`src/rtl/bnn_uart_pkg.sv`:
```
// Shared definitions for the UART receiver: FSM state encoding and frame constants.
// Optional macro UART_RX_PARITY_EN adds the PARITY state (8E1 framing).
package bnn_uart_pkg;

  localparam int UART_DATA_BITS       = 8;
  localparam int DEFAULT_CLKS_PER_BIT = 434;

  typedef enum logic [2:0] {
    ST_IDLE   = 3'd0,
    ST_START  = 3'd1,
    ST_DATA   = 3'd2,
`ifdef UART_RX_PARITY_EN
    ST_PARITY = 3'd3,
`endif
    ST_STOP   = 3'd4
  } rx_state_t;

endpackage

```
`src/rtl/bnn_rx_fifo.sv`:
```
// Single-clock receive FIFO with overrun detection and registered clear-to-send.
module bnn_rx_fifo #(
  parameter int DEPTH = 4,
  parameter int WIDTH = 8
) (
  input  logic             clk,
  input  logic             rst_n,
  input  logic             push,
  input  logic [WIDTH-1:0] push_data,
  input  logic             ready,
  output logic [WIDTH-1:0] rd_data,
  output logic             valid,
  output logic             overrun,
  output logic             cts
);

  localparam int AW = $clog2(DEPTH);
  localparam int CW = AW + 1;
  localparam logic [CW-1:0] FULL_COUNT = CW'(DEPTH);
  localparam logic [CW-1:0] CTS_FREE   = CW'(2);

  logic [WIDTH-1:0] mem [DEPTH];
  logic [AW-1:0]    wr_ptr;
  logic [AW-1:0]    rd_ptr;
  logic [CW-1:0]    count;
  logic [CW-1:0]    count_next;
  logic             do_pop;
  logic             do_push;
  logic             full;

  assign full    = (count == FULL_COUNT);
  assign do_pop  = (count != '0) && ready;
  // A pop in the same cycle frees the slot, so a push into a full FIFO still lands.
  assign do_push = push && (!full || do_pop);
  assign valid   = (count != '0);
  assign rd_data = mem[rd_ptr];

  // Next occupancy, used for both the count register and the cts decision.
  always_comb begin
    count_next = count;
    case ({do_push, do_pop})
      2'b10:   count_next = count + CW'(1);
      2'b01:   count_next = count - CW'(1);
      default: count_next = count;
    endcase
  end

  // Storage, pointers, occupancy and status flags.
  always_ff @(posedge clk or negedge rst_n) begin
    if (!rst_n) begin
      for (int i = 0; i < DEPTH; i++) mem[i] <= '0;
      wr_ptr  <= '0;
      rd_ptr  <= '0;
      count   <= '0;
      overrun <= 1'b0;
      cts     <= 1'b1;
    end else begin
      if (do_push) begin
        mem[wr_ptr] <= push_data;
        wr_ptr      <= wr_ptr + AW'(1);
      end
      if (do_pop) rd_ptr <= rd_ptr + AW'(1);
      count   <= count_next;
      overrun <= push && full && !do_pop;
      cts     <= (FULL_COUNT - count_next) >= CTS_FREE;
    end
  end

endmodule

```
`src/rtl/bnn_uart_rx.sv`:
```
// UART receiver: 2-flop synchronizer, mid-bit sampling FSM, receive FIFO.
// Default frame is 8N1; defining UART_RX_PARITY_EN selects 8E1 with parity checking.
module bnn_uart_rx
  import bnn_uart_pkg::*;
#(
  parameter int CLKS_PER_BIT = DEFAULT_CLKS_PER_BIT,
  parameter int FIFO_DEPTH   = 4
) (
  input  logic                      clk,
  input  logic                      rst_n,
  input  logic                      uart_rx,
  output logic [UART_DATA_BITS-1:0] rx_data,
  output logic                      rx_valid,
  input  logic                      rx_ready,
  output logic                      uart_cts,
  output logic                      frame_err,
  output logic                      overrun_err,
  output logic                      parity_err
);

  localparam int CNT_W = $clog2(CLKS_PER_BIT);
  localparam logic [CNT_W-1:0] BIT_RELOAD  = CNT_W'(CLKS_PER_BIT - 1);
  localparam logic [CNT_W-1:0] HALF_RELOAD = CNT_W'(CLKS_PER_BIT / 2 - 1);

  rx_state_t                 state;
  logic                      rx_s1;
  logic                      rx_s2;
  logic [CNT_W-1:0]          cnt;
  logic [2:0]                bit_idx;
  logic [UART_DATA_BITS-1:0] shreg;
  logic                      armed;
  logic                      push;

  // Two-flop synchronizer; idles high so reset does not look like a start bit.
  always_ff @(posedge clk or negedge rst_n) begin
    if (!rst_n) begin
      rx_s1 <= 1'b1;
      rx_s2 <= 1'b1;
    end else begin
      rx_s1 <= uart_rx;
      rx_s2 <= rx_s1;
    end
  end

`ifdef UART_RX_PARITY_EN
  logic par_bad;
  logic parity_q;
  assign parity_err = parity_q;
`else
  assign parity_err = 1'b0;
`endif

  // Frame FSM. 'armed' requires a high line before a start bit is accepted,
  // which covers both frame-error recovery and resuming after reset.
  always_ff @(posedge clk or negedge rst_n) begin
    if (!rst_n) begin
      state     <= ST_IDLE;
      cnt       <= '0;
      bit_idx   <= '0;
      shreg     <= '0;
      armed     <= 1'b0;
      push      <= 1'b0;
      frame_err <= 1'b0;
`ifdef UART_RX_PARITY_EN
      par_bad   <= 1'b0;
      parity_q  <= 1'b0;
`endif
    end else begin
      push      <= 1'b0;
      frame_err <= 1'b0;
`ifdef UART_RX_PARITY_EN
      parity_q  <= 1'b0;
`endif
      case (state)
        ST_IDLE: begin
          if (rx_s2) begin
            armed <= 1'b1;
          end else if (armed) begin
            state <= ST_START;
            cnt   <= HALF_RELOAD;
          end
        end
        ST_START: begin
          if (cnt == '0) begin
            if (!rx_s2) begin
              state   <= ST_DATA;
              cnt     <= BIT_RELOAD;
              bit_idx <= '0;
            end else begin
              state <= ST_IDLE;
            end
          end else begin
            cnt <= cnt - CNT_W'(1);
          end
        end
        ST_DATA: begin
          if (cnt == '0) begin
            shreg   <= {rx_s2, shreg[UART_DATA_BITS-1:1]};
            cnt     <= BIT_RELOAD;
            bit_idx <= bit_idx + 3'd1;
            if (bit_idx == 3'd7) begin
`ifdef UART_RX_PARITY_EN
              state <= ST_PARITY;
`else
              state <= ST_STOP;
`endif
            end
          end else begin
            cnt <= cnt - CNT_W'(1);
          end
        end
`ifdef UART_RX_PARITY_EN
        ST_PARITY: begin
          if (cnt == '0) begin
            par_bad <= (rx_s2 != ^shreg);
            cnt     <= BIT_RELOAD;
            state   <= ST_STOP;
          end else begin
            cnt <= cnt - CNT_W'(1);
          end
        end
`endif
        ST_STOP: begin
          if (cnt == '0) begin
            state <= ST_IDLE;
            armed <= rx_s2;
            if (!rx_s2) begin
              frame_err <= 1'b1;
`ifdef UART_RX_PARITY_EN
            end else if (par_bad) begin
              parity_q <= 1'b1;
`endif
            end else begin
              push <= 1'b1;
            end
          end else begin
            cnt <= cnt - CNT_W'(1);
          end
        end
        default: state <= ST_IDLE;
      endcase
    end
  end

  bnn_rx_fifo #(
    .DEPTH (FIFO_DEPTH),
    .WIDTH (UART_DATA_BITS)
  ) u_fifo (
    .clk       (clk),
    .rst_n     (rst_n),
    .push      (push),
    .push_data (shreg),
    .ready     (rx_ready),
    .rd_data   (rx_data),
    .valid     (rx_valid),
    .overrun   (overrun_err),
    .cts       (uart_cts)
  );

endmodule

```
`config.mk`:
```
export PLATFORM = sky130hd
export DESIGN_NAME = bnn_uart_rx
export DESIGN_NICKNAME = d
export VERILOG_FILES = /design/src/rtl/bnn_uart_pkg.sv /design/src/rtl/bnn_rx_fifo.sv /design/src/rtl/bnn_uart_rx.sv
export SDC_FILE = /design/constraint.sdc
export NUM_CORES = 1
export LEC_CHECK = 0
export ABC_AREA = 1
export BUFFER_PORTS_ARGS = -buffer_cell sky130_fd_sc_hd__buf_2
export CAP_MARGIN = 20
export CORE_MARGIN = 8
export CORE_UTILIZATION = 60
export CTS_CLUSTER_SIZE = 8
export DETAILED_ROUTE_END_ITERATION = 10
export PLACE_DENSITY = 0.83
export SLEW_MARGIN = 20
export SYNTH_ARGS = -nofsm -noshare
export SYNTH_HDL_FRONTEND = slang
export SYNTH_HIERARCHICAL = 1
export SYNTH_SLANG_ARGS = --single-unit
```
`constraint.sdc`:
```
create_clock -name clk -period 2.9 [get_ports clk]
set_input_delay 0.435 -clock clk [delete_from_list [all_inputs] [get_ports clk]]
set_output_delay 0.435 -clock clk [all_outputs]
set_load 0.05 [all_outputs]
```
# Word-level counts from Yosys, hierarchy flattened
# Cells that the tools add are included.
dict set report word_totals {
  in_bits 4
  elab_cells 102
  reg_bits 69
}
dict set report classes {
  bitwise_logic 2
  n_reduce_logical 19
  addsub 7
  eq_ne 17
  muxes 35
  order_cmp 4
}
# op count
set ops {}
lappend ops {{9-bit 2-to-1 mux} 6}
lappend ops {{9-bit one-hot mux with 4 select lines} 1}
lappend ops {{32-bit bitwise mux} 1}
lappend ops {{3-bit 2-to-1 mux} 9}
lappend ops {{8-bit 2-to-1 mux} 3}
lappend ops {{2-bit inequality test, second input constant} 9}
lappend ops {{8-bit binary-select mux with 2-bit select} 1}
lappend ops {{8-bit demux with 2-bit select} 1}
lappend ops {{3-bit one-hot mux with 2 select lines} 2}
lappend ops {{3-bit one-hot mux with 4 select lines} 1}
lappend ops {{3-bit == test, second input constant} 3}
lappend ops {{9-bit logical NOT} 1}
lappend ops {{9-bit by 1-bit subtractor with 9-bit output, second input constant} 1}
lappend ops {{1-bit 2-to-1 mux} 8}
lappend ops {{3-bit by 1-bit adder with 3-bit output, second input constant} 2}
lappend ops {{3-bit >= comparator, second input constant} 2}
lappend ops {{2-bit inverter with 3-bit output} 2}
lappend ops {{6-bit AND reduction} 1}
lappend ops {{1-bit logical AND} 5}
lappend ops {{5-bit AND reduction} 1}
lappend ops {{2-bit by 1-bit adder with 2-bit output, second input constant} 2}
lappend ops {{4-bit AND reduction} 1}
lappend ops {{2-bit nonzero test} 2}
lappend ops {{4-bit nonzero test} 1}
lappend ops {{17 further kinds} 18}

# Logic depth before layout (Yosys ltp)
# Gate-level depths: netlist of the first run.
dict set report depth {
  depth_word 8
  mapped_depth 14
}

# Cells and area by module
# Netlist of the first run, hierarchy kept.
# mod area_each_um2 cells_per_inst n_inst seq_area_each_um2
set by_module_without_submodules {}
lappend by_module_without_submodules {bnn_rx_fifo 2073.2 240 1 1027.2}
lappend by_module_without_submodules {bnn_uart_rx 1519.0 190 1 703.2}

# Worst setup path before layout of the first run
# Ideal clock, no wire load.
dict set report synth_timing {
  kind {register to register}
  start {register u_fifo.count[0]}
  end {register u_fifo.cts}
  path_stages_with_launch 14
  setup_time_ns 0.082
  slack_ns 0.725
  t_arrival_ns 2.092
  n_path_buf 1
  synth_period_minus_slack_ns 2.175
  path_cell_list {dfrtp_1 nor2_2 nand3_2 nand2_4 buf_6 ha_1 inv_1 fa_1 nand2_1 o21ai_0 inv_1 ha_1 nor2_1 nand3_1}
}
dict set report synth_between {
  elab_chain_cells 8
  elab_cells_between_ends 13
}
# element line_no
set synth_rtl {}
lappend synth_rtl {{start, declared} bnn_rx_fifo.sv:25} ;# logic [CW-1:0] count;
lappend synth_rtl {{start signal, assigned} bnn_rx_fifo.sv:63} ;# count <= count_next;
lappend synth_rtl {{3-bit == test or 3-bit nonzero test (tied branches)} {bnn_rx_fifo.sv:31, bnn_rx_fifo.sv:32}}
lappend synth_rtl {{1-bit logical NOT or 1-bit logical AND (tied branches)} {bnn_rx_fifo.sv:34, bnn_rx_fifo.sv:32}}
lappend synth_rtl {{1-bit logical OR} bnn_rx_fifo.sv:34} ;# assign do_push = push && (!full || do_pop);
lappend synth_rtl {{1-bit logical AND} bnn_rx_fifo.sv:34}
lappend synth_rtl {{2-bit by 1-bit == test with 1-bit output or 2-bit == test (tied branches)} bnn_rx_fifo.sv:41} ;# case ({do_push, do_pop})
lappend synth_rtl {{3-bit one-hot mux with 2 select lines (*)} bnn_rx_fifo.sv:41}
lappend synth_rtl {{via u_fifo.count_next[1]} bnn_rx_fifo.sv:26} ;# logic [CW-1:0] count_next;
lappend synth_rtl {{3-bit subtractor (*)} bnn_rx_fifo.sv:65} ;# cts <= (FULL_COUNT - count_next) >= CTS_FREE;
lappend synth_rtl {{3-bit by 2-bit >= comparator with 1-bit output (*)} bnn_rx_fifo.sv:65}
lappend synth_rtl {{end signal, assigned} bnn_rx_fifo.sv:56} ;# cts <= 1'b1;
lappend synth_rtl {{end signal, assigned} bnn_rx_fifo.sv:65}
lappend synth_rtl {{end, declared} bnn_rx_fifo.sv:14} ;# output logic cts
# The timed path passes the listed nets; every way through them passes the cells marked *.
# A chain may end at the register's enable or synchronous reset.

# Final worst setup path of the first run
dict set report layout_timing {
  start {register u_fifo.rd_ptr[0]}
  end {output rx_data[2]}
}
dict set report layout_between {
  elab_chain_cells 4
}
# element line_no
set layout_rtl {}
lappend layout_rtl {{start, declared} bnn_rx_fifo.sv:24} ;# logic [AW-1:0] rd_ptr;
lappend layout_rtl {{start signal, assigned} bnn_rx_fifo.sv:62} ;# if (do_pop) rd_ptr <= rd_ptr + AW'(1);
lappend layout_rtl {{2-bit inverter with 3-bit output (not written as such)} bnn_rx_fifo.sv:36} ;# assign rd_data = mem[rd_ptr];
lappend layout_rtl {{8-bit binary-select mux with 2-bit select} bnn_rx_fifo.sv:36}
lappend layout_rtl {{8-bit 2-to-1 mux (not written as such) (2 in series)} bnn_rx_fifo.sv:36}
lappend layout_rtl {{end, declared} bnn_uart_rx.sv:12} ;# output logic [UART_DATA_BITS-1:0] rx_data,
# Every way passes these cells. The select of a mux whose other input is x is not followed.

==> results.sh, run 1 <==
export IMPL_status="completed"
export IMPL_crit_arrival_ns=2.04
export IMPL_synthXorXnorAreaFrac_pct=1.463
export IMPL_final_area_um2=3900
export IMPL_grt_overflow_total=0
export IMPL_synth_edff_count=0
export IMPL_fillers=457
export IMPL_antenna_found_initial=0
export IMPL_postLayoutCoreUtil_pct=66.66
export IMPL_layout_nets=462
export IMPL_yosys_area_share_simple_pct=23.82
export IMPL_die_area_um2=8719
export IMPL_hold_buffers=0
export IMPL_drc_errors=0
export IMPL_drive_gt1_share_pct=13.72
export IMPL_grt_pass1_vias=2677
export IMPL_yosys_warnings=6
export IMPL_postSynthCellCount=430
export IMPL_crit_path_start_kind="flop"
export IMPL_drt_total_wl_um=7125
export IMPL_skew_ns=0.01250
export IMPL_crit_required_ns=2.47
export IMPL_antenna_cells=0
export IMPL_avgRoutedWirePerCell_um=13.52
export IMPL_ys_flop_type="dfrtp_1"
export IMPL_met2_usage_pct=27.50
export IMPL_cts_resized=0
export IMPL_p_clk_share_pct=22.8
export IMPL_ys_types=34
export IMPL_syn_to_final_growth_pct=8.568
export IMPL_htreeDepth=3
export IMPL_post_synth_top_area_cell="dfrtp_1"
export IMPL_synth_most_common_cell="nand2_1"
export IMPL_layout_min_cycle_time_ns=2.478
export IMPL_seq_area_frac_synth_pct=48.17
export IMPL_synthArstFlopShare_pct=100.0
export IMPL_switching_share_pct=44.71
export IMPL_met3_usage_pct=3.766
export IMPL_total_leakage_power_nw=2.132
export IMPL_top_level_ports=17
export IMPL_hold_path_class="in2reg"
export IMPL_synthMuxAreaShare_pct=0
export IMPL_track_usage_pct=17.24
export IMPL_cts_buffer_depth=2
export IMPL_vias=2827
export IMPL_pwr_density_cell_nw_per_um2=974.8
export IMPL_p_int_mw=2.102
export IMPL_ir_worst_vdd_mv=0.5537
export IMPL_dr_pass1_iters=5
export IMPL_relSlewSlack_pct=43.45
export IMPL_grt_use_met1_pct=21.50
export IMPL_synth_area_leaders="dfrtp_1 46%, nand2_1 13%, o21ai_0 9.1%"
export IMPL_syn_nets=445
export IMPL_grt_max_degree=70
export IMPL_coreArea_um2=5851
export IMPL_hold_viol=0
export IMPL_viasPerCell=5.364
export IMPL_rows=28
export IMPL_cts_buffers=9
export IMPL_grt_pass1_wl_um=12090
export IMPL_post_dp_cell_area_um2=3676
export IMPL_die_y_um=93.38
export IMPL_globalplace_congestion=0.8852
export IMPL_synth_seq_cells=69
export IMPL_synth_top_family_by_area="simple AND/OR/NAND/NOR gates"
export IMPL_clk_latency_ns=0.34
export IMPL_synth_adder_area_share_pct=4.040
export IMPL_syn_avg_cell_area_um2=8.354
export IMPL_rsz0062_at_grt="no"
export IMPL_seqPwrFrac_pct=34.7
export IMPL_port_buffers=15
export IMPL_critical_path_class="reg2out"
export IMPL_power_switching_mw=1.700
export IMPL_post_cts_buffers=0
export IMPL_synth_top_cells_by_count="123 x nand2_1, 66 x dfrtp_1, 65 x o21ai_0"
export IMPL_place_hpwl_um=4867
export IMPL_combPwrFrac_pct=42.5
export IMPL_slew_violations=0
export IMPL_cts_tree="yes"
export IMPL_cts_root_buf="clkbuf_8"
export IMPL_timing_final_crit_share_pct=85.44
export IMPL_die_x_um=93.38
export IMPL_tns_ns=0
export IMPL_initialDrtViolationCount=219
export IMPL_cts_sinks=69
export IMPL_setup_violations=0
export IMPL_synth_top_cell_area_share_pct=45.98
export IMPL_netlist_area_um2=3592
export IMPL_grt_busiest_layer="met2"
export IMPL_maxCapViolCount=0
export IMPL_clkSlewWorstSetupHoldPaths_ns=0.07
export IMPL_synth_compound_area_share_pct=14.45
export IMPL_fmax_mhz=403.6
export IMPL_tightest_slew_ns=0.8483
export IMPL_start_util_pct=61.40
export IMPL_crit_path_max_fanout=19
export IMPL_end_kind="output port"
export IMPL_ant_nets=0
[path summary, 6_finish.rpt]
kind / end / startpoint / slack [ns] / depth (start not counted)
max: rx_data[2] / u_fifo/rd_ptr[0]$_DFFE_PN0P_ / 0.42 / 4
min: rx_s1$_DFF_PN1_ / uart_rx / 0.19 / 1
max reg2reg: u_fifo/cts$_DFF_PN1_ / u_fifo/count[2]$_DFF_PN0_ / 0.67 / 11
min reg2reg: rx_s2$_DFF_PN1_ / rx_s1$_DFF_PN1_ / 0.36 / 0
max in group asynchronous: armed$_DFFE_PN0P_ / rst_n / 2.06 / 2
min in group asynchronous: u_fifo/count[2]$_DFF_PN0_ / rst_n / 0.27 / 2
[power by group through the flow]
| stage | Combinational, mW | Clock [mW] | Sequential, mW |
|---|---|---|---|
| 2_1_floorplan | 1.32 | 0 | 1.27 |
| 3_3_place_gp | 1.56 | 0 | 1.33 |
| 3_5_place_dp | 1.61 | 0 | 1.34 |
| 4_1_cts | 1.62 | 0.886 | 1.32 |
| 5_1_grt | 1.81 | 0.935 | 1.35 |
| 6_report | 1.61 | 0.868 | 1.32 |
[stage by stage]
stage	power [mW]	instances	hold slack, ns	setup slack (ns)
after floorplan	2.588	430	0.1394	0.7252
after global placement	2.890	511	0.3468	0.6751
after detailed placement	2.946	511	0.3468	0.5718
after CTS	3.830	527	0.1758	0.4326
after global routing	4.096	527	0.1735	0.2570
final	3.802	527	0.1944	0.4222
[final cells by class]
cell class | instances | area, um^2 | area share, %
sequential | 69 | 1730 | 44.37
multi-input combinational | 301 | 1577 | 40.42
inverter | 49 | 185.2 | 4.748
clock buffer | 10 | 137.6 | 3.529
tap | 75 | 93.84 | 2.406
timing repair buffer | 17 | 90.09 | 2.310
clock inverter | 6 | 86.33 | 2.214
[sequential cells by signal (all words and copies together) (netlist names)]
name	cells
bit_idx	3
rx_s1	1
armed	1
u_fifo/overrun	1
u_fifo/wr_ptr	2
u_fifo/mem	32
push	1
u_fifo/rd_ptr	2
rx_s2	1
frame_err	1
u_fifo/count	3
cnt	9
u_fifo/cts	1
shreg	8
state	3
[routing by layer]
layer	up-vias	share of wire [%]
met5	-	0
met4	0	1.9
met3	14	5.6
met2	83	49
met1	1325	43
li1	1405	-
[critical path: stages, from the launching register on]
cell     delay, ns
dfrtp_1       0.70
inv_1         0.38
o21ai_0       0.31
o22ai_1       0.09
buf_2         0.22
[cells by family (layout without fill, tap and decap cells)]
group	after synthesis	after routing
AND/OR/NAND/NOR	190	190
AO/OA/AOI/OAI	93	93
flip-flops	69	69
buffers and inverters	60	82
adder cells (fa/ha/maj)	11	11
XOR/XNOR	6	6
other	1	1
[cell usage in the layout, fill, tap and decap left out, types with 6 or more instances in the layout]
master | netlist | final
nor2_1 | 35 | 35
a21oi_1 | 6 | 6
nand3_1 | 13 | 13
clkbuf_8 | 0 | 10
nand2_1 | 123 | 123
inv_1 | 47 | 47
o22ai_1 | 9 | 9
o21ai_0 | 65 | 65
dfrtp_1 | 66 | 66
ha_1 | 10 | 10
xor2_1 | 6 | 6
o21ai_2 | 7 | 7
buf_2 | 6 | 15
No activity file was read; power rests on OpenSTA's default activity.
==> inputs of run 2 (changes only) <==
--- a/config.mk
+++ b/config.mk
@@ -9,10 +9,10 @@
 export BUFFER_PORTS_ARGS = -buffer_cell sky130_fd_sc_hd__buf_2
 export CAP_MARGIN = 20
 export CORE_MARGIN = 8
-export CORE_UTILIZATION = 60
+export CORE_UTILIZATION = 50
 export CTS_CLUSTER_SIZE = 8
 export DETAILED_ROUTE_END_ITERATION = 10
-export PLACE_DENSITY = 0.83
+export PLACE_DENSITY = 0.72
 export SLEW_MARGIN = 20
 export SYNTH_ARGS = -nofsm -noshare
 export SYNTH_HDL_FRONTEND = slang
==> results.sh, run 2 (synthesis gave the netlist of run 1 again) <==
export IMPL_status="completed"
export IMPL_cts_root_buf="clkbuf_8"
export IMPL_top_register="u_fifo/mem"
export IMPL_cts_buffers=9
export IMPL_reg2reg_depth=11
export IMPL_crit_buf_inv=3
export IMPL_finalPower_mw=3.821
export IMPL_dr_pass1_iters=4
export IMPL_crit_family="adder cells"
export IMPL_clk_latency_ns=0.35
export IMPL_post_dp_cell_area_um2=3726
export IMPL_viasPerCell=5.112
export IMPL_pre_cts_ws_ns=0.6047
export IMPL_pwr_density_cell_nw_per_um2=968.0
export IMPL_avgRoutedWirePerCell_um=12.90
export IMPL_postLayoutCoreUtil_pct=55.61
export IMPL_layout_cells_non_filler=552
export IMPL_ir_worst_vdd_mv=0.4851
export IMPL_track_usage_pct=16.05
export IMPL_initialDrtViolationCount=110
export IMPL_layout_min_cycle_time_ns=2.238
export IMPL_post_cts_buffers=0
export IMPL_cts_buffer_depth=2
export IMPL_tightest_slew_ns=0.7854
export IMPL_met3_length_um=235
export IMPL_layout_nets=463
export IMPL_antenna_found_initial=0
export IMPL_hold_path_class="in2async"
export IMPL_grt_max_degree=40
export IMPL_fmax_mhz=446.8
export IMPL_syn_to_final_growth_pct=9.892
export IMPL_dp_cells=536
export IMPL_final_area_um2=3948
export IMPL_clkSlewWorstSetupHoldPaths_ns=0.08
export IMPL_place_hpwl_um=5028
export IMPL_antenna_cells=0
export IMPL_crit_cells=11
export IMPL_layout_commonest_cell="nand2_1"
export IMPL_maxCapViolCount=0
export IMPL_total_leakage_power_nw=2.135
export IMPL_rrSetupSlack_ns=0.66
export IMPL_hold_buffers=0
export IMPL_grt_pass1_wl_um=13080
export IMPL_coreArea_um2=7098
export IMPL_cts_sinks=69
export IMPL_slew_violations=0
export IMPL_port_buffers=15
export IMPL_die_area_um2=10150
export IMPL_top_regs="u_fifo/mem (32), cnt (9), shreg (8)"
export IMPL_grt_overflow_total=0
export IMPL_cp_slowest_stage_delay_ns=0.48
export IMPL_hold_viol=0
export IMPL_setup_violations=0
export IMPL_ant_nets=0
export IMPL_endpoint="u_fifo/cts$_DFF_PN1_"
export IMPL_routed_top_layer="met4"
export IMPL_fin_ws_ns=0.6619
export IMPL_cts_tree="yes"
export IMPL_cts_resized=0
export IMPL_grt_pass1_vias=2832
export IMPL_rsz0062_at_grt="no"
export IMPL_drt_total_wl_um=7122
export IMPL_die_x_um=100.8
export IMPL_top_level_ports=17
export IMPL_setup_worst_path_start="u_fifo/count[2]$_DFF_PN0_"
export IMPL_critical_path_cell_chain="inv_1, a21oi_1, ha_1, inv_1, fa_1, nand2_1, o21ai_0, inv_1, ha_1, nor2_1, nand3_1"
export IMPL_globalplace_congestion=0.8784
export IMPL_m1WireLength_um=3286
export IMPL_timing_final_crit_share_pct=77.18
export IMPL_end_kind="flop"
export IMPL_wl_met2_um=3451
export IMPL_drive_gt1_share_pct=13.91
export IMPL_drc_errors=0
export IMPL_crit_required_ns=3.18
export IMPL_relSlewSlack_pct=47.64
export IMPL_critical_path_class="reg2reg"
export IMPL_holdWs_ns=0.1656
export IMPL_vias=2822
export IMPL_start_util_pct=50.61
export IMPL_r2r_start="u_fifo/count[2]$_DFF_PN0_"
export IMPL_htreeDepth=3
export IMPL_fillers=655
export IMPL_skew_ns=0.01227
export IMPL_tns_ns=0
export IMPL_most_common_layout_cells="123 x nand2_1, 66 x dfrtp_1, 65 x o21ai_0"
export IMPL_crit_arrival_ns=2.51
export IMPL_die_y_um=100.8
export IMPL_rows=31
export IMPL_crit_path_max_fanout=3
export IMPL_critPathSlowestCell="fa_1"
export IMPL_largest_register_ffs=32
export IMPL_r2r_end="u_fifo/cts$_DFF_PN1_"
export IMPL_crit_path_start_kind="flop"
export IMPL_cp_common_cell="inv_1"
==> run 2: power breakdown <==
part	total [mW]	internal, mW	switching, mW
clock	0.872	0.487	0.385
sequential	1.29	1.12	0.166
combinational	1.66	0.483	1.18
==> run 2: metal layers <==
| layer | up-vias | global-route usage (%) |
|---|---|---|
| met1 | 1353 | 19.94 |
| met4 | 0 | 8.721 |
| li1 | 1410 | - |
| met5 | - | 0 |
| met2 | 46 | 26.08 |
| met3 | 13 | 2.555 |
==> run 2: worst min-delay path by stage <==
stage	start	to	cells past startpoint
after floorplan	rst_n	armed$_DFFE_PN0P_	0
after global placement	rx_s1$_DFF_PN1_	rx_s2$_DFF_PN1_	0
after detailed placement	rx_s1$_DFF_PN1_	rx_s2$_DFF_PN1_	0
after CTS	uart_rx	rx_s1$_DFF_PN1_	1
after global routing	uart_rx	rx_s1$_DFF_PN1_	1
final	rst_n	u_fifo/rd_ptr[0]$_DFFE_PN0P_	1
==> run 2: layout make-up <==
type | count | area (um^2) | area share [%]
tap | 99 | 123.9 | 3.138
clock buffer | 9 | 123.9 | 3.138
clock inverter | 7 | 97.59 | 2.472
sequential | 69 | 1730 | 43.84
multi-input combinational | 301 | 1577 | 39.94
timing repair buffer | 18 | 110.1 | 2.789
inverter | 49 | 185.2 | 4.691
